==> config.mk <==
export PLATFORM = sky130hd
export DESIGN_NAME = uart_rx_buffer
export DESIGN_NICKNAME = d
export VERILOG_FILES = /design/src/rtl/uart_rx_buffer.sv
export SDC_FILE = /design/constraint.sdc
export NUM_CORES = 1
export LEC_CHECK = 0
export ABC_AREA = 1
export CORE_ASPECT_RATIO = 1.1
export CORE_MARGIN = 3
export CORE_UTILIZATION = 40
export CTS_BUF_LIST = sky130_fd_sc_hd__clkbuf_4
export CTS_CLUSTER_SIZE = 20
export DETAILED_ROUTE_END_ITERATION = 6
export PLACE_DENSITY = 0.63
export SKIP_CTS_REPAIR_TIMING = 1
export SLEW_MARGIN = 20
export SYNTH_ARGS = -nofsm -noshare
export SYNTH_HDL_FRONTEND = slang
export SYNTH_SLANG_ARGS = --single-unit
export TNS_END_PERCENT = 100
==> constraint.sdc <==
create_clock -name clk -period 2.2 [get_ports clk]
set_input_delay 0.33 -clock clk [delete_from_list [all_inputs] [get_ports clk]]
set_output_delay 0.33 -clock clk [all_outputs]
set_load 0.01 [all_outputs]
==> src/rtl/uart_rx_buffer.sv <==
// Show-ahead receive FIFO behind a UART receiver, with sticky overrun/frame-error flags.
// Optional macro UART_RX_BUFFER_ERRTAG_EN stores a 9th error-tag bit and queues a marker on rxErr.
module uart_rx_buffer #(
  parameter int Depth = 8
) (
  input  logic                     clk,
  input  logic                     reset,
  input  logic [7:0]               rxData,
  input  logic                     rxDone,
  input  logic                     rxErr,
  output logic [7:0]               readData,
  output logic                     readErr,
  output logic                     readValid,
  input  logic                     readReady,
  output logic [$clog2(Depth):0]   count,
  output logic                     full,
  output logic                     empty,
  output logic                     overrun,
  output logic                     frameErr,
  input  logic                     clearErr
);

  localparam int AW = $clog2(Depth);
  localparam logic [AW:0] DEPTH_C = Depth[AW:0];
`ifdef UART_RX_BUFFER_ERRTAG_EN
  localparam int W = 9;
`else
  localparam int W = 8;
`endif

  logic [W-1:0] mem [Depth];
  logic [AW:0]  wr_ptr;
  logic [AW:0]  rd_ptr;
  logic [AW:0]  wr_ptr_next;
  logic [AW:0]  rd_ptr_next;
  logic         overrun_next;
  logic         frame_err_next;
  logic         push_req;
  logic [W-1:0] push_entry;
  logic         push;
  logic         pop;
  logic         drop;
  logic [W-1:0] head;

  // Occupancy is the pointer difference; the extra MSB separates full from empty.
  always_comb begin
    count = wr_ptr - rd_ptr;
    full  = (count == DEPTH_C);
    empty = (count == {(AW+1){1'b0}});
  end

  // Translate receiver pulses into a push request; rxErr always overrides rxDone.
  always_comb begin
    push_req   = 1'b0;
    push_entry = {W{1'b0}};
`ifdef UART_RX_BUFFER_ERRTAG_EN
    if (rxErr) begin
      push_req   = 1'b1;
      push_entry = {1'b1, 8'h00};
    end else if (rxDone) begin
      push_req   = 1'b1;
      push_entry = {1'b0, rxData};
    end else begin
      push_req   = 1'b0;
    end
`else
    if (rxDone && !rxErr) begin
      push_req   = 1'b1;
      push_entry = rxData;
    end else begin
      push_req   = 1'b0;
    end
`endif
  end

  // A full FIFO still accepts a push when the head leaves in the same cycle.
  always_comb begin
    pop            = readValid && readReady;
    push           = push_req && (!full || pop);
    drop           = push_req && full && !pop;
    wr_ptr_next    = push ? wr_ptr + {{AW{1'b0}}, 1'b1} : wr_ptr;
    rd_ptr_next    = pop ? rd_ptr + {{AW{1'b0}}, 1'b1} : rd_ptr;
    if (drop) begin
      overrun_next = 1'b1;
    end else if (clearErr) begin
      overrun_next = 1'b0;
    end else begin
      overrun_next = overrun;
    end
    if (rxErr) begin
      frame_err_next = 1'b1;
    end else if (clearErr) begin
      frame_err_next = 1'b0;
    end else begin
      frame_err_next = frameErr;
    end
  end

  // Pointer and sticky-flag registers.
  always_ff @(posedge clk) begin
    if (reset) begin
      wr_ptr   <= {(AW+1){1'b0}};
      rd_ptr   <= {(AW+1){1'b0}};
      overrun  <= 1'b0;
      frameErr <= 1'b0;
    end else begin
      wr_ptr   <= wr_ptr_next;
      rd_ptr   <= rd_ptr_next;
      overrun  <= overrun_next;
      frameErr <= frame_err_next;
    end
  end

  // Storage array; contents are don't-care until written.
  always_ff @(posedge clk) begin
    if (push && !reset) begin
      mem[wr_ptr[AW-1:0]] <= push_entry;
    end
  end

  // Head is forced to zero while empty so stale storage never shows.
  always_comb begin
    head      = mem[rd_ptr[AW-1:0]];
    readValid = !empty;
    if (empty) begin
      readData = 8'h00;
      readErr  = 1'b0;
    end else begin
      readData = head[7:0];
`ifdef UART_RX_BUFFER_ERRTAG_EN
      readErr  = head[8];
`else
      readErr  = 1'b0;
`endif
    end
  end

endmodule

==> implementation parameters <==
Parameter                              Value

Timing
  Hold slack    0.478 ns
  Worst Setup Slack, final    -0.462 ns
  Max Slew Vio Count    0
  Summed negative setup slack over all endpoints    -16.49 ns
  Unrepaired setup endpoints after global routing    yes
  Worst relative slew slack    0.666
  Maximum clock frequency    376 MHz
  Slew at the pin with the worst max-slew slack    0.499 ns
  Min cycle time layout    2.66 ns
  Final hold violation count    0
  Worst clock skew    0.0199 ns
  Final count of negative-setup-slack endpoints    80
  Post-route clock period utilization    1.21

Power and ir drop
  Standby leakage power    1.79 nW
  Cell internal power dissipation    2.54 mW
  Proportion of power drawn by flip-flops and latches    0.432
  Power Density    848 mW/mm²
  Share of power burned in combinational logic    0.333
  Switching power    1.24 mW
  Fraction of power consumed by the clock network    0.235
  Worst vdd rail ir drop    452 µV
  Switching share of power    0.328

GRT
  Largest net degree at the start of global routing    33
  Global router's overall resource usage    0.166
  Number of antenna violations at the first check in global routing    0
  First-pass GRT wire length    11.9 mm
  Sum of overflow across all layers after global routing    0
  Via count of the first global-routing pass    2456

Setup path
  Critical Path, Cell by Cell    inv_2, ha_4, inv_2, fa_2, or2_4, nor2_4, nand3_4, buf_4, dlymetal6s2s_1
  Crit Reg-Reg Startpoint    wr_ptr[0]
  Data required time at the worst endpoint    1.87 ns
  Worst R2R End    mem[6][5]
  Number of cells on the worst reg-to-reg path    14
  Peak per-stage delay on the critical path    0.44 ns
  Crit path top cell by count    inv_2
  Category of the worst setup path capture point    output pin
  Maximum fanout count along the critical path    4
  Worst setup path endpoint    readValid
  Path type of the worst setup path    reg2out
  Type of element launching the critical path    register
  Data arrival time at the worst-slack endpoint    2.33 ns
  Minimum setup slack among reg-to-reg paths    -0.31 ns
  Critical path launch point    wr_ptr[0]
  Slowest cell on crit path    fa_2

Routing
  Routed wire length per instance    15.3 µm
  Post-DRT Antenna Nets    0
  Total wirelength of the detailed-routed design    7.46 mm
  Total number of vias    2424
  Total DRC errors in the routed layout    0
  Vias/cell    4.96
  First DRT Iteration DRCs    128
  Number of detailed-route iterations in the first pass    4

Die
  Die Height    102 µm
  Chip Width    93.4 µm
  DIE AREA    0.00955 mm²
  Starting utilization of the core area    0.418
  Row cnt    34
  Top-level port count    32
  Core region area    0.00804 mm²

Clock tree
  CTS tree    built
  Total clock buffers created by CTS    9
  Clock-pin transition on the worst setup and hold timing paths    0.13 ns
  Insertion delay of the later-clocked pin in the worst-skew pair    0.42 ns
  Cell at the root of the clock tree    clkbuf_4
  Clock Path Buffers    2
  H-tree Lvls    3
  Clk sinks    77

Cells and area
  Footprint of the multi-input gates    0.00113 mm²
  Area delta synth->final    32.4%
  Area taken by flip-flops and latches    0.00219 mm²
  Antenna Diode Count    0
  Number of standard cells in the final layout excluding fillers    489
  Layout net count    396
  Fill cell instance count of the final layout    700
  Final Core Density    0.554
  Share of cells above drive strength 1    0.286

Synth
  Distinct cell type count of the synthesized netlist    27
  Instance count of the mapped netlist    299
  Net count after synthesis    319
  Synthesized area    0.00336 mm²
  Top cell type's share of synthesized area    0.571
  Synthesis warning total    0
  Synth area leaders    edfxtp_1 (57%), dfxtp_1 (7.7%), nand2_1 (7.4%), a32oi_1 (4.2%), nor2_1 (3.9%)
  Cell taking the most area after synthesis    edfxtp_1
  Sequential share of the synthesized area    0.649
  Flip-flop and latch count after synthesis    77
  Average instance area after synthesis    11.3 µm²

Place
  Minimum setup slack after placement    -0.404 ns
  Port buffer count    30
  Half-perimeter wire length after placement    4.92 mm
  Routability congestion estimate    0.766
  Post-placement cell count    462

Run status
  Result of the run    complete, but fails checks
  Violations in the final reports    negative setup slack

Min path
  Worst hold-check path type    in2reg

Job
  Max-cap violations    0
==> registers in the layout (all words and copies together) (netlist names), named ones only <==
name / cells
frameErr: 1
overrun: 1
wr_ptr: 4
mem: 64
rd_ptr: 4
==> worst max-delay path: cells and delay by family (launching register included) <==
| family | cells | cell delay, ns |
|---|---|---|
| simple gates | 3 | 0.54 |
| fa+ha+maj | 2 | 0.59 |
| buf+inv | 4 | 0.45 |
| flops | 1 | 0.36 |
==> stage by stage <==
| step | instance area [µm²] | total power, mW |
|---|---|---|
| after CTS | 4300 | 3.86 |
| after global placement | 4150 | 2.94 |
| final | 4450 | 3.78 |
| after floorplan | 3420 | 2.36 |
| after global routing | 4450 | 3.99 |
| after detailed placement | 4150 | 2.96 |
==> routing by layer <==
layer	vias up	wire, µm	track usage
met3	7	241	0.0309
met1	1183	3240	0.203
met2	43	3900	0.296
met5	-	0	0
met4	0	87	0.0507
li1	1191	-	-
==> cell families after synthesis <==
| group | Yosys count | synth area share |
|---|---|---|
| AO/OA/AOI/OAI | 40 | 0.0785 |
| adder cells (fa/ha/maj) | 6 | 0.0245 |
| AND/OR/NAND/NOR | 123 | 0.162 |
| XOR/XNOR | 5 | 0.0152 |
| buffers and inverters | 39 | 0.0461 |
| other | 1 | 0.00111 |
| multiplexers | 8 | 0.0238 |
| flip-flops | 77 | 0.649 |
==> placed cells by master, fill, tap and decap left out, types with 3 or more instances in the layout <==
| cell type | Yosys | final |
|---|---|---|
| buf_4 | 1 | 37 |
| nand3_4 | 2 | 3 |
| nand2_2 | 4 | 3 |
| clkbuf_4 | 0 | 9 |
| clkbuf_2 | 0 | 8 |
| inv_1 | 23 | 21 |
| a32oi_1 | 16 | 16 |
| xor2_1 | 4 | 4 |
| mux2i_1 | 8 | 8 |
| nand3_1 | 10 | 9 |
| buf_12 | 0 | 10 |
| edfxtp_1 | 64 | 64 |
| clkdlybuf4s50_1 | 0 | 16 |
| nor2_4 | 1 | 9 |
| clkinvlp_4 | 0 | 3 |
| a21oi_1 | 22 | 20 |
| ha_1 | 5 | 4 |
| dfxtp_1 | 13 | 10 |
| a21oi_2 | 1 | 3 |
| inv_2 | 4 | 5 |
| dlymetal6s2s_1 | 0 | 3 |
| dfxtp_2 | 0 | 3 |
| nor2_1 | 35 | 27 |
| nand2_1 | 66 | 66 |
==> power by group through the flow <==
stage                     combinational [mW]  sequential (mW)  clock [mW]
after floorplan                        0.687             1.67           0
after global placement                  1.28             1.66           0
after detailed placement                1.30             1.66           0
after CTS                               1.31             1.63       0.919
after global routing                    1.38             1.64       0.977
final                                   1.26             1.63       0.887
==> worst min-delay path by stage <==
| stage | startpoint | endpoint | depth (start not counted) |
|---|---|---|---|
| final | rxErr | frameErr | 3 |
| after global routing | rxErr | frameErr | 3 |
| after CTS | rxErr | frameErr | 3 |
| after detailed placement | frameErr | frameErr | 2 |
| after global placement | frameErr | frameErr | 2 |
| after floorplan | wr_ptr[3] | wr_ptr[3] | 2 |
==> final cells by class <==
type,instances,area share
flip-flops and latches,77,0.491
well taps,108,0.0303
multi-input cells,183,0.253
clock inverters,7,0.0183
repair buffers,78,0.168
inverters,27,0.0244
clock buffers,9,0.0152
==> cell usage after synthesis (all sizes together) <==
| cell type | n |
|---|---|
| inv | 27 |
| nand2 | 71 |
| nor2 | 36 |
| xor2 | 5 |
| edfxtp | 64 |
| dfxtp | 13 |
| or2 | 1 |
| a21oi | 23 |
| conb | 1 |
| nand3b | 2 |
| a32oi | 16 |
| nand3 | 13 |
| mux2i | 8 |
| fa | 1 |
| o21ai | 1 |
| buf | 5 |
| ha | 5 |
| clkbuf | 7 |
(Power assumes the default switching activity.)
